===== src/rtl/ts_ordered_set_filter.sv =====
// TS1/TS2/SKP ordered-set classifier and consecutive-identical run counter for the RX LTSSM.
// Define TS_MALFORMED_ERR_CNT_EN to enable the malformed-set (COM but unclassifiable) counter.
module ts_ordered_set_filter #(
  parameter int unsigned THRESHOLD = 8,
  parameter int unsigned COUNT_W   = 5
) (
  input  logic               clk,
  input  logic               reset,
  input  logic               os_valid,
  input  logic [127:0]       os_data,
  input  logic               clear,
  output logic               ts_valid,
  output logic               ts_type,
  output logic [7:0]         link_num,
  output logic [7:0]         lane_num,
  output logic [7:0]         n_fts,
  output logic [7:0]         rate_id,
  output logic [7:0]         train_ctrl,
  output logic [COUNT_W-1:0] run_count,
  output logic               ts1_seen,
  output logic               ts2_seen,
  output logic [7:0]         err_count
);

  localparam logic [1:0] IDLE    = 2'd0;
  localparam logic [1:0] TS1_RUN = 2'd1;
  localparam logic [1:0] TS2_RUN = 2'd2;

  localparam logic [COUNT_W-1:0] CNT_MAX = '1;

  logic [1:0]   state;
  logic [119:0] prev_ts;
  logic [7:0]   sym [16];
  logic         is_ts1, is_ts2, is_skp, is_ts, identical, same_run;

  always_comb begin
    for (int unsigned i = 0; i < 16; i++) begin
      sym[i] = os_data[127 - 8*i -: 8];
    end
  end

  always_comb begin
    is_ts1 = (sym[0] == 8'hBC);
    is_ts2 = (sym[0] == 8'hBC);
    for (int unsigned i = 6; i < 16; i++) begin
      is_ts1 = is_ts1 && (sym[i] == 8'h4A);
      is_ts2 = is_ts2 && (sym[i] == 8'h45);
    end
    is_skp = (sym[0] == 8'hBC) && (sym[1] == 8'h1C) && (sym[2] == 8'h1C) && (sym[3] == 8'h1C);
    is_ts  = is_ts1 || is_ts2;
  end

  // A run continues only when the incoming set matches both the run type and every stored symbol.
  assign identical = (os_data[119:0] == prev_ts);
  assign same_run  = identical &&
                     (((state == TS1_RUN) && is_ts1) || ((state == TS2_RUN) && is_ts2));

  always_ff @(posedge clk or negedge reset) begin
    if (!reset) begin
      state      <= IDLE;
      run_count  <= '0;
      prev_ts    <= '0;
      ts_valid   <= 1'b0;
      ts_type    <= 1'b0;
      link_num   <= '0;
      lane_num   <= '0;
      n_fts      <= '0;
      rate_id    <= '0;
      train_ctrl <= '0;
    end else begin
      ts_valid <= 1'b0;
      if (clear) begin
        state     <= IDLE;
        run_count <= '0;
      end else if (os_valid) begin
        if (is_ts) begin
          state      <= is_ts2 ? TS2_RUN : TS1_RUN;
          run_count  <= same_run ? ((run_count == CNT_MAX) ? run_count : run_count + 1'b1)
                                 : COUNT_W'(1);
          prev_ts    <= os_data[119:0];
          ts_type    <= is_ts2;
          link_num   <= sym[1];
          lane_num   <= sym[2];
          n_fts      <= sym[3];
          rate_id    <= sym[4];
          train_ctrl <= sym[5];
          ts_valid   <= 1'b1;
        end else if (!is_skp) begin
          state     <= IDLE;
          run_count <= '0;
        end
      end
    end
  end

  assign ts1_seen = (state == TS1_RUN) && (32'(run_count) >= THRESHOLD);
  assign ts2_seen = (state == TS2_RUN) && (32'(run_count) >= THRESHOLD);

`ifdef TS_MALFORMED_ERR_CNT_EN
  logic malformed;
  assign malformed = os_valid && !clear && (sym[0] == 8'hBC) && !is_ts && !is_skp;

  always_ff @(posedge clk or negedge reset) begin
    if (!reset) begin
      err_count <= '0;
    end else if (malformed && (err_count != 8'hFF)) begin
      err_count <= err_count + 8'd1;
    end
  end
`else
  assign err_count = '0;
`endif

endmodule


===== config.mk =====
export PLATFORM = sky130hd
export DESIGN_NAME = ts_ordered_set_filter
export DESIGN_NICKNAME = d
export VERILOG_FILES = /design/src/rtl/ts_ordered_set_filter.sv
export SDC_FILE = /design/constraint.sdc
export NUM_CORES = 1
export LEC_CHECK = 0
export ABC_CLOCK_PERIOD_IN_PS = 2200
export CAP_MARGIN = 20
export CORE_UTILIZATION = 49
export DETAILED_ROUTE_END_ITERATION = 16
export GPL_ROUTABILITY_DRIVEN = 0
export PLACE_DENSITY_LB_ADDON = 0.05
export SKIP_CTS_REPAIR_TIMING = 1
export SLEW_MARGIN = 15
export SYNTH_ARGS = -nofsm -noshare
export SYNTH_HDL_FRONTEND = slang
export SYNTH_SLANG_ARGS = --single-unit

===== constraint.sdc =====
create_clock -name clk -period 2.2 [get_ports clk]
set_clock_uncertainty 0.05 [all_clocks]
set_input_delay 0.44 -clock clk [delete_from_list [all_inputs] [get_ports clk]]
set_output_delay 0.44 -clock clk [all_outputs]
set_load 0.05 [all_outputs]

==> results of run 1 <==
==> registers in the layout, summed over array words and instances, names as in the netlist <==
register,count
run_count,5
rate_id,7
n_fts,7
prev_ts,84
ts_valid,1
link_num,8
lane_num,7
train_ctrl,7
state,2
ts_type,1
==> placed cells by master (no fill, tap or decap), types with 19 or more instances in the layout <==
cell,instances
nand2_1,212
dfrtp_1,129
buf_4,115
dlymetal6s2s_1,109
xnor2_1,100
clkdlybuf4s50_1,68
nand4_1,51
and2_1,34
and4bb_2,27
clkbuf_16,22
xnor2_2,19
==> routing by layer <==
metal / routed length [um] / share of wire (%)
met1: 10300 / 42
met2: 12100 / 49
met3: 1710 / 6.9
met4: 703 / 2.8
met5: 0 / 0
==> metrics by stage <==
step	setup slack [ps]	total power, mW	TNS (ps)	std cells
after floorplan	134	2.62	0	751
after global placement	-921	3.16	-66290	1152
after detailed placement	-937	3.17	-75610	1152
after CTS	-529	5.80	-19880	1184
after global routing	-342	6.00	-1830	1203
final	-218	5.84	-1010	1203
==> tightest hold or removal path: cells and delay by family <==
family | cells | cell delay (ps)
buf+inv | 1 | 160
simple gates | 2 | 120
==> power by group <==
group / switching [mW] / internal, mW
Sequential: 0.00193 / 2.37
Combinational: 0.376 / 0.429
Clock: 1.09 / 1.57
Total: 1.47 / 4.37
==> kinds of logic (layout without fill, tap and decap cells) <==
family,count (synthesis),after routing
AO/OA/AOI/OAI,16,16
adder cells (fa/ha/maj),2,2
flip-flops,129,129
AND/OR/NAND/NOR,402,403
XOR/XNOR,120,120
buffers and inverters,74,345
other,1,8
==> worst paths after layout <==
check	from	to	slack (ps)	cells past startpoint
max in group asynchronous	reset	prev_ts[4]	1200	3
worst max-delay path	os_data[102]	run_count[1]	-220	10
worst min register to register	prev_ts[22]	prev_ts[22]	440	1
worst min-delay path	os_data[86]	train_ctrl[6]	280	3
worst max register to register	link_num[2]	run_count[1]	-190	10
min in group asynchronous	reset	rate_id[4]	520	3
==> layout make-up <==
cell class / count / area, um^2 / area share [%]
clock buffer: 18 / 439 / 3.90
multi-input combinational: 549 / 3990 / 35.4
timing repair buffer: 309 / 3240 / 28.8
inverter: 4 / 15.0 / 0.133
tap: 180 / 225 / 2.00
clock inverter: 14 / 118 / 1.05
sequential: 129 / 3230 / 28.7
==> cells in the mapped netlist, types with 7 or more instances <==
cell and instances:
buf_4 48, dfrtp_1 129, xnor2_1 120, clkbuf_1 8, nand2b_1 13, nor2_1 9
nand2_1 214, nand4_1 51, nor4b_1 13, buf_2 14, nor4_1 15, nor4bb_1 7
and2_1 34, and4bb_2 27
==> results.toml, run 1 <==
[critical_path]
crit_arrival_ps = 2710
critPathCaptureType = "register"
path_common_cell = "nand4_1"
required_ps = 2490
critical_path.slowest_cell = "clkdlybuf4s50_1"
critical_path.cell_chain = "clkdlybuf4s50_1 > xnor2_2 > nand4_1 > nor4_2 > nand4_1 > buf_6 > nor4_4 > buf_4 > a22oi_2 > o21ai_1"
critPathKind = "in2reg"
startpoint_type = "input port"
worst-path-buf-inv = 3
cpLargestDelayFamily = "simple AND/OR/NAND/NOR gates"
crit_fanout = 4
cp_slowest_stage_delay_ps = 520

[timing]
hold_viol = 0
layout_min_cycle_time_ps = 2420
worstMarginPinSlew_ps = 568
setup_viol = 7
clock.fmax_mhz = 414
timing.final.crit_share_pct = 110
max-slew-margin-rel_pct = 62.0
rsz0062_at_grt = "yes"
slew_violations = 0
hold_slack_ps = 279
fin_ws_ps = -218

[route]
vias = 6690
antenna_left = 0
vias_per_cell = 5.56
drtIter0Drc = 556
drc_errors = 0
wirelength_um = 24800
avgRoutedWirePerCell_um = 20.6
first_pass_iters = 5

[synthesis]
ys.warnings.count = 0
synth-seq-cells = 129
yosysSeqAreaShare_pct = 45.2
async_flop_share_pct = 100
synthSimpleGateAreaFrac_pct = 31.3
synthMuxAreaShare_pct = 0
synth-edff-count = 0
synth_compound_area_share_pct = 1.66
synth_adder_area_share_pct = 0.350
synth.distinct_cells = 39
synth_top_family_by_area = "simple AND/OR/NAND/NOR gates"
postSynthCellCount = 744
synth_top_area_share_pct = 45.2
synth_ff_type = "dfrtp_1"
synthTopCellsByArea = "dfrtp_1, xnor2_1, nand2_1"
synth.avg_cell_area_um2 = 9.60
syn-cell-area_um2 = 7140
synth_xor_area_share_pct = 14.7
yosys.area.top_type = "dfrtp_1"

[placement]
port_buffers = 180
dpl.hpwl_um = 17400
placed_cell_area_um2 = 9630

[floorplan]
rows = 43
ios = 189
die-area_um2 = 15100
core-area_um2 = 14000
dieWidth_um = 123
die_h_um = 123
initial_utilization_pct = 50.9

[cts]
cts.path.max_buffers = 2
cts_root_buf = "clkbuf_16"
tritoncts = "yes"
numCtsBuffers = 17
htree_levels = 4
clock_latency_ps = 420
cts_num_sinks = 129
clk_pin_slew_ps = 60

[finish]
antenna-diode-count = 0
stdcell_area_um2 = 11200
final_util_pct = 80.1
fillCellCount = 844
final_nets = 1144
syn2layout_area_growth_pct = 57.5
drive_gt1_share_pct = 25.4

[global_routing]
use_met2_pct = 49.5
grt_max_degree = 75
grt_pass1_vias = 6369
grt_overflow_total = 0
grt-busiest-layer = "met2"
grt_use_met3_pct = 5.30
use_met1_pct = 41.5
grt_pass1_wl_um = 34300
antenna_found_initial = 0
grt_usage_pct = 31.2

[job]
drv_cap = 0

[power_and_ir_drop]
ir_drop_uv = 446
power_leakage_nw = 6.19
power_density_nw_per_um2 = 520

[run_status]
violations = "negative setup slack"
status = "finished with violations"

[hold_path]
hold_path_class = "in2reg"
No activity file was read; power rests on OpenSTA's default activity.
==> run 2: changes to the inputs <==
- CORE_MARGIN: not set -> 2
- GPL_ROUTABILITY_DRIVEN: 0 -> not set
- SKIP_CTS_REPAIR_TIMING: 1 -> not set
==> run 2 against run 1 <==
  * First-iteration DRC count rose by 9.7%
  * Flip-flop and latch count did not move
  * Register-to-register slack improved by 20 ps
  * Sequential share of layout area fell by 0.68 points
  * Combinational power barely moved
  * Count of clock-buffer cells in the layout did not move
  * The run still ends with negative setup slack left
  * Non-clock buffer count rose by 21
  * Hold slack got worse by 18 ps
  * Global-route usage fell by 0.12 points
  * Worst setup slack got worse by 33 ps
  * Sequential power barely moved
==> results.toml, run 2 (same netlist as run 1, synthesis figures left out) <==
[timing]
setup_viol = 6
slew_violations = 0
hold_slack_ps = 261
clock.fmax_mhz = 408
hold_viol = 0
max-slew-margin-rel_pct = 58.9
layout_min_cycle_time_ps = 2450
fin_ws_ps = -250
rsz0062_at_grt = "yes"
worstMarginPinSlew_ps = 617
timing.final.crit_share_pct = 111

[floorplan]
rows = 44
dieWidth_um = 125
die-area_um2 = 15600
core-area_um2 = 14400
ios = 189
die_h_um = 125
initial_utilization_pct = 49.7

[cts]
clock_latency_ps = 420
cts.path.max_buffers = 2
cts_root_buf = "clkbuf_16"
cts_num_sinks = 129
clk_pin_slew_ps = 60
tritoncts = "yes"
htree_levels = 4
numCtsBuffers = 17

[finish]
antenna-diode-count = 0
largest_register_ffs = 84
regMostFlops = "prev_ts"
drive_gt1_share_pct = 30.9
top_regs = "prev_ts (84), link_num (8)"
syn2layout_area_growth_pct = 61.3
final_common_cell = "nand2_1"
stdcell_area_um2 = 11500
final_nets = 1165
final_cell_mix = "nand2_1, dfrtp_1, buf_4"

[global_routing]
use_met2_pct = 50.2
grt_overflow_total = 0
grt_max_degree = 57
grt-busiest-layer = "met2"
grt_usage_pct = 31.1
grt_use_met3_pct = 7.04
grt_pass1_wl_um = 37300
antenna_found_initial = 0
grt_pass1_vias = 6877
use_met1_pct = 40.9

[route]
vias = 6847
avgRoutedWirePerCell_um = 21.4
vias_per_cell = 5.58
first_pass_iters = 5
drc_errors = 0
wirelength_um = 26300
drtIter0Drc = 610
antenna_left = 0

[power_and_ir_drop]
pwr-share-comb_pct = 13.1
power_density_nw_per_um2 = 533
clkPwrFrac_pct = 48.2
power_leakage_nw = 6.38
p_switching_mw = 1.52
ir_drop_uv = 531
p_int_mw = 4.62
switching_share_pct = 24.8
power_frac_seq_pct = 38.7

[critical_path]
timing.rr.end = "run_count[2]"
r2r_setup_slack_ps = -170
critical_path.slowest_cell = "clkdlybuf4s50_1"
required_ps = 2480
reg2reg_from = "lane_num[4]"
r2r_cells = 9
crit_fanout = 4
path_common_cell = "nand4_1"
cp_slowest_stage_delay_ps = 590
crit_arrival_ps = 2730
critPathCaptureType = "register"
startpoint_type = "input port"
critPathKind = "in2reg"
critical_path.cell_chain = "clkdlybuf4s50_1 > xnor2_2 > nand4_1 > nor4_2 > nand4_1 > buf_6 > nor4_4 > nand2b_2 > o31ai_2"

[hold_path]
hp-start = "os_data[94]"
hold_path_class = "in2reg"
hold_path_depth = 3
whs_endpoint = "rate_id[6]"

[placement]
routabilityCongestion = 0.975
dpl.hpwl_um = 18000
pre_cts_ws_ps = -909
port_buffers = 180
placed_cell_area_um2 = 9780

[run_status]
status = "finished with violations"
violations = "negative setup slack"

[job]
drv_cap = 0
==> run 2: worst max-delay path by stage <==
stage	startpoint	to	slack, ps	cells after the start
2_1_floorplan	os_data[120]	run_count[2]	130	7
3_3_place_gp	os_data[111]	run_count[2]	-910	10
3_5_place_dp	os_data[98]	run_count[3]	-910	10
4_1_cts	prev_ts[40]	run_count[2]	-150	8
5_1_grt	os_data[80]	run_count[2]	-290	9
6_report	os_data[99]	run_count[2]	-250	9
==> run 2: metal layers <==
layer  up-vias  wire length, um
li1       3039                -
met1      3404            10400
met2       335            12700
met3        69             2060
met4         0             1180
met5         -                0
==> run 2: power groups by stage <==
| stage | Clock [mW] | Sequential (mW) | Combinational [mW] |
|---|---|---|---|
| after floorplan | 0 | 2.42 | 0.202 |
| after global placement | 0 | 2.42 | 0.749 |
| after detailed placement | 0 | 2.42 | 0.756 |
| after CTS | 2.97 | 2.38 | 0.772 |
| after global routing | 3.09 | 2.37 | 0.847 |
| final | 2.96 | 2.38 | 0.804 |
==> run 2: critical path: cells and delay by family <==
kind / cells / cell delay, ps
AND/OR/NAND/NOR: 5 / 1150
buffers and inverters: 2 / 770
AO/OA/AOI/OAI: 1 / 220
XOR/XNOR: 1 / 160
==> run 2: layout make-up <==
class                   instances  area (um^2)
clock buffers                  18          439
clock inverters                14          178
fillers                       915         2850
inverters                       4         15.0
multi-input cells             549         4120
flip-flops and latches        129         3230
well taps                     184          230
repair buffers                330         3300
==> run 2: timing repair <==
action,4_1_cts,5_1_grt
endpoints found under the setup margin,133,146
resized for setup,103,187
endpoints found under the hold margin,13,0
pin swaps,26,35
hold buffers,1,0
gates cloned,0,14
buffers inserted,4,6
==> run 2: through the flow <==
step,util (%),total power [mW],setup TNS [ps],std cells
finish,80.2,6.14,-1170,1228
floorplan,-,2.62,0,751
detailed placement,68.1,3.17,-74460,1173
CTS,74.3,6.12,-5910,1208
global placement,68.1,3.17,-73500,1173
global route,80.2,6.31,-3470,1228
==> run 3: changes to the inputs <==
- CTS_CLUSTER_DIAMETER: not set -> 120
- DONT_BUFFER_PORTS: not set -> 1
==> run 3 against run 2 <==
  * The flow finishes with violations (negative hold slack, negative setup slack)
  * Critical path depth unchanged
  * Count of clock-buffer cells in the layout up 7
  * Non-clock buffer count down 248
  * Die area unchanged
  * Worst setup slack better by 150 ps
  * Highest routed layer unchanged
  * Hold slack worse by 600 ps
  * Sequential power about the same
  * Critical endpoint unchanged
==> results.toml, run 3 (same netlist as run 1, synthesis figures left out) <==
[placement]
dp.cells = 949
pre_cts_ws_ps = -436
dpl.hpwl_um = 16100
port_buffers = 0
routabilityCongestion = 0.877

[finish]
final_cells = 977
final_cell_mix = "nand2_1, dfrtp_1, xnor2_1"
drive_gt1_share_pct = 21.8
syn2layout_area_growth_pct = 17.3
antenna-diode-count = 0
largest_register_ffs = 84
multi_input_area_um2 = 3670
final_nets = 916
top_regs = "prev_ts (84), link_num (8)"
final_common_cell = "nand2_1"
fillCellCount = 1269
seq_area_um2 = 3230
regMostFlops = "prev_ts"

[critical_path]
critical_path.cell_chain = "xnor2_1 > nand4_1 > nor4_1 > nand4_1 > buf_4 > nor4_4 > buf_4 > a22oi_2 > o31ai_2"
crit_arrival_ps = 2580
required_ps = 2470
crit_fanout = 4
cp_slowest_stage_delay_ps = 390
startpoint_type = "register"
critical_path.slowest_cell = "dfrtp_1"
critPathCaptureType = "register"
critPathKind = "reg2reg"

[run_status]
status = "finished with violations"
violations = "negative hold slack, negative setup slack"

[floorplan]
ios = 189
die_h_um = 125
rows = 44
core-area_um2 = 14400
dieWidth_um = 125
die-area_um2 = 15600
initial_utilization_pct = 49.7

[timing]
hold_slack_ps = -336
max-slew-margin-rel_pct = 64.5
hold_viol = 129
slew_violations = 0
worstMarginPinSlew_ps = 527
rsz0062_at_grt = "yes"
layout_min_cycle_time_ps = 2300
clock.fmax_mhz = 435
timing.final.crit_share_pct = 105
fin_ws_ps = -101
setup_viol = 5

[cts]
clock_latency_ps = 420
clk_pin_slew_ps = 50
htree_levels = 4
numCtsBuffers = 17
tritoncts = "yes"
cts.path.max_buffers = 2
cts_num_sinks = 129
cts_root_buf = "clkbuf_16"

[route]
vias = 5474
antenna_left = 0
drc_errors = 0
vias_per_cell = 5.60
wirelength_um = 21000
drtIter0Drc = 421
first_pass_iters = 7
avgRoutedWirePerCell_um = 21.5

[global_routing]
grt_pass1_vias = 5599
grt_usage_pct = 27.6
grt_max_degree = 130
grt_pass1_wl_um = 32800
grt_overflow_total = 0
antenna_found_initial = 0

[job]
drv_cap = 0

[power_and_ir_drop]
p_switching_mw = 1.13
power_leakage_nw = 3.99
pwr-share-comb_pct = 5.2
power_mw = 5.43
ir_drop_uv = 491
p_int_mw = 4.30
power_density_nw_per_um2 = 648
power_frac_seq_pct = 43.8
clkPwrFrac_pct = 51.0
switching_share_pct = 20.7

[hold_path]
hold_path_class = "in2async"
## run 3: cell types whose count changed in the layout (fill, tap and decap cells not counted), sizes merged, moves of 5 or more
cell	before	now
buf	144	82
clkbuf	47	25
clkdlybuf4s50	39	0
dlymetal6s2s	82	0
dlygate4sd2	33	0
inv	9	4
## run 3: worst paths after layout
kind                             start           end  slack, ps  depth (start not counted)
min in group clk           os_data[91]    rate_id[3]         80                          2
min                              reset   prev_ts[55]       -340                          0
max                        link_num[5]  run_count[2]       -100                          9
min reg2reg                prev_ts[46]   prev_ts[46]        440                          1
max in group asynchronous        reset   prev_ts[43]       2230                          0
max reg2reg                link_num[5]  run_count[2]       -100                          9
## run 3: per-layer routing
| metal | GRT usage, % | vias up | wire, um |
|---|---|---|---|
| met5 | 0 | - | 0 |
| met4 | 6.21 | 0 | 258 |
| met3 | 10.3 | 23 | 2010 |
| met2 | 44.6 | 240 | 10100 |
| met1 | 35.5 | 2673 | 8680 |
| li1 | - | 2538 | - |
## run 3: layout make-up
class | instances | area share, %
flip-flops and latches | 129 | 38.5
inverters | 4 | 0.179
multi-input cells | 548 | 43.8
clock inverters | 5 | 0.926
clock buffers | 25 | 5.91
repair buffers | 82 | 7.94
well taps | 184 | 2.75
## run 3: metrics by stage
stage | utilization, % | hold slack [ps] | TNS [ps] | cell area (um^2)
floorplan | - | 94.4 | 0 | 7170
global placement | 53.0 | 99.4 | -8830 | 7620
detailed placement | 53.0 | 97.9 | -15540 | 7620
CTS | 58.0 | -343 | -334 | 8340
global route | 58.3 | -345 | -1070 | 8380
finish | 58.3 | -336 | -400 | 8380
## run 3: critical path, delay by kind of cell (launching register included)
kind | cells | cell delay [ps]
buffers and inverters | 2 | 380
and+or+nand+nor | 4 | 960
DFF | 1 | 390
AOI/OAI and AO/OA | 2 | 140
xor gates and xnor gates | 1 | 300
## run 3: power by group through the flow
stage / logic (mW) / clock network, mW / registers (mW)
6_report: 0.283 / 2.77 / 2.38
5_1_grt: 0.300 / 2.91 / 2.37
4_1_cts: 0.282 / 2.80 / 2.38
3_5_place_dp: 0.269 / 0 / 2.42
3_3_place_gp: 0.271 / 0 / 2.42
2_1_floorplan: 0.202 / 0 / 2.42
## run 3: repair_timing
item,4_1_cts,5_1_grt
pin swaps,13,0
endpoints found under the hold margin,129,129
setup endpoints to repair,5,5
buffers inserted,0,0
resized for setup,24,7
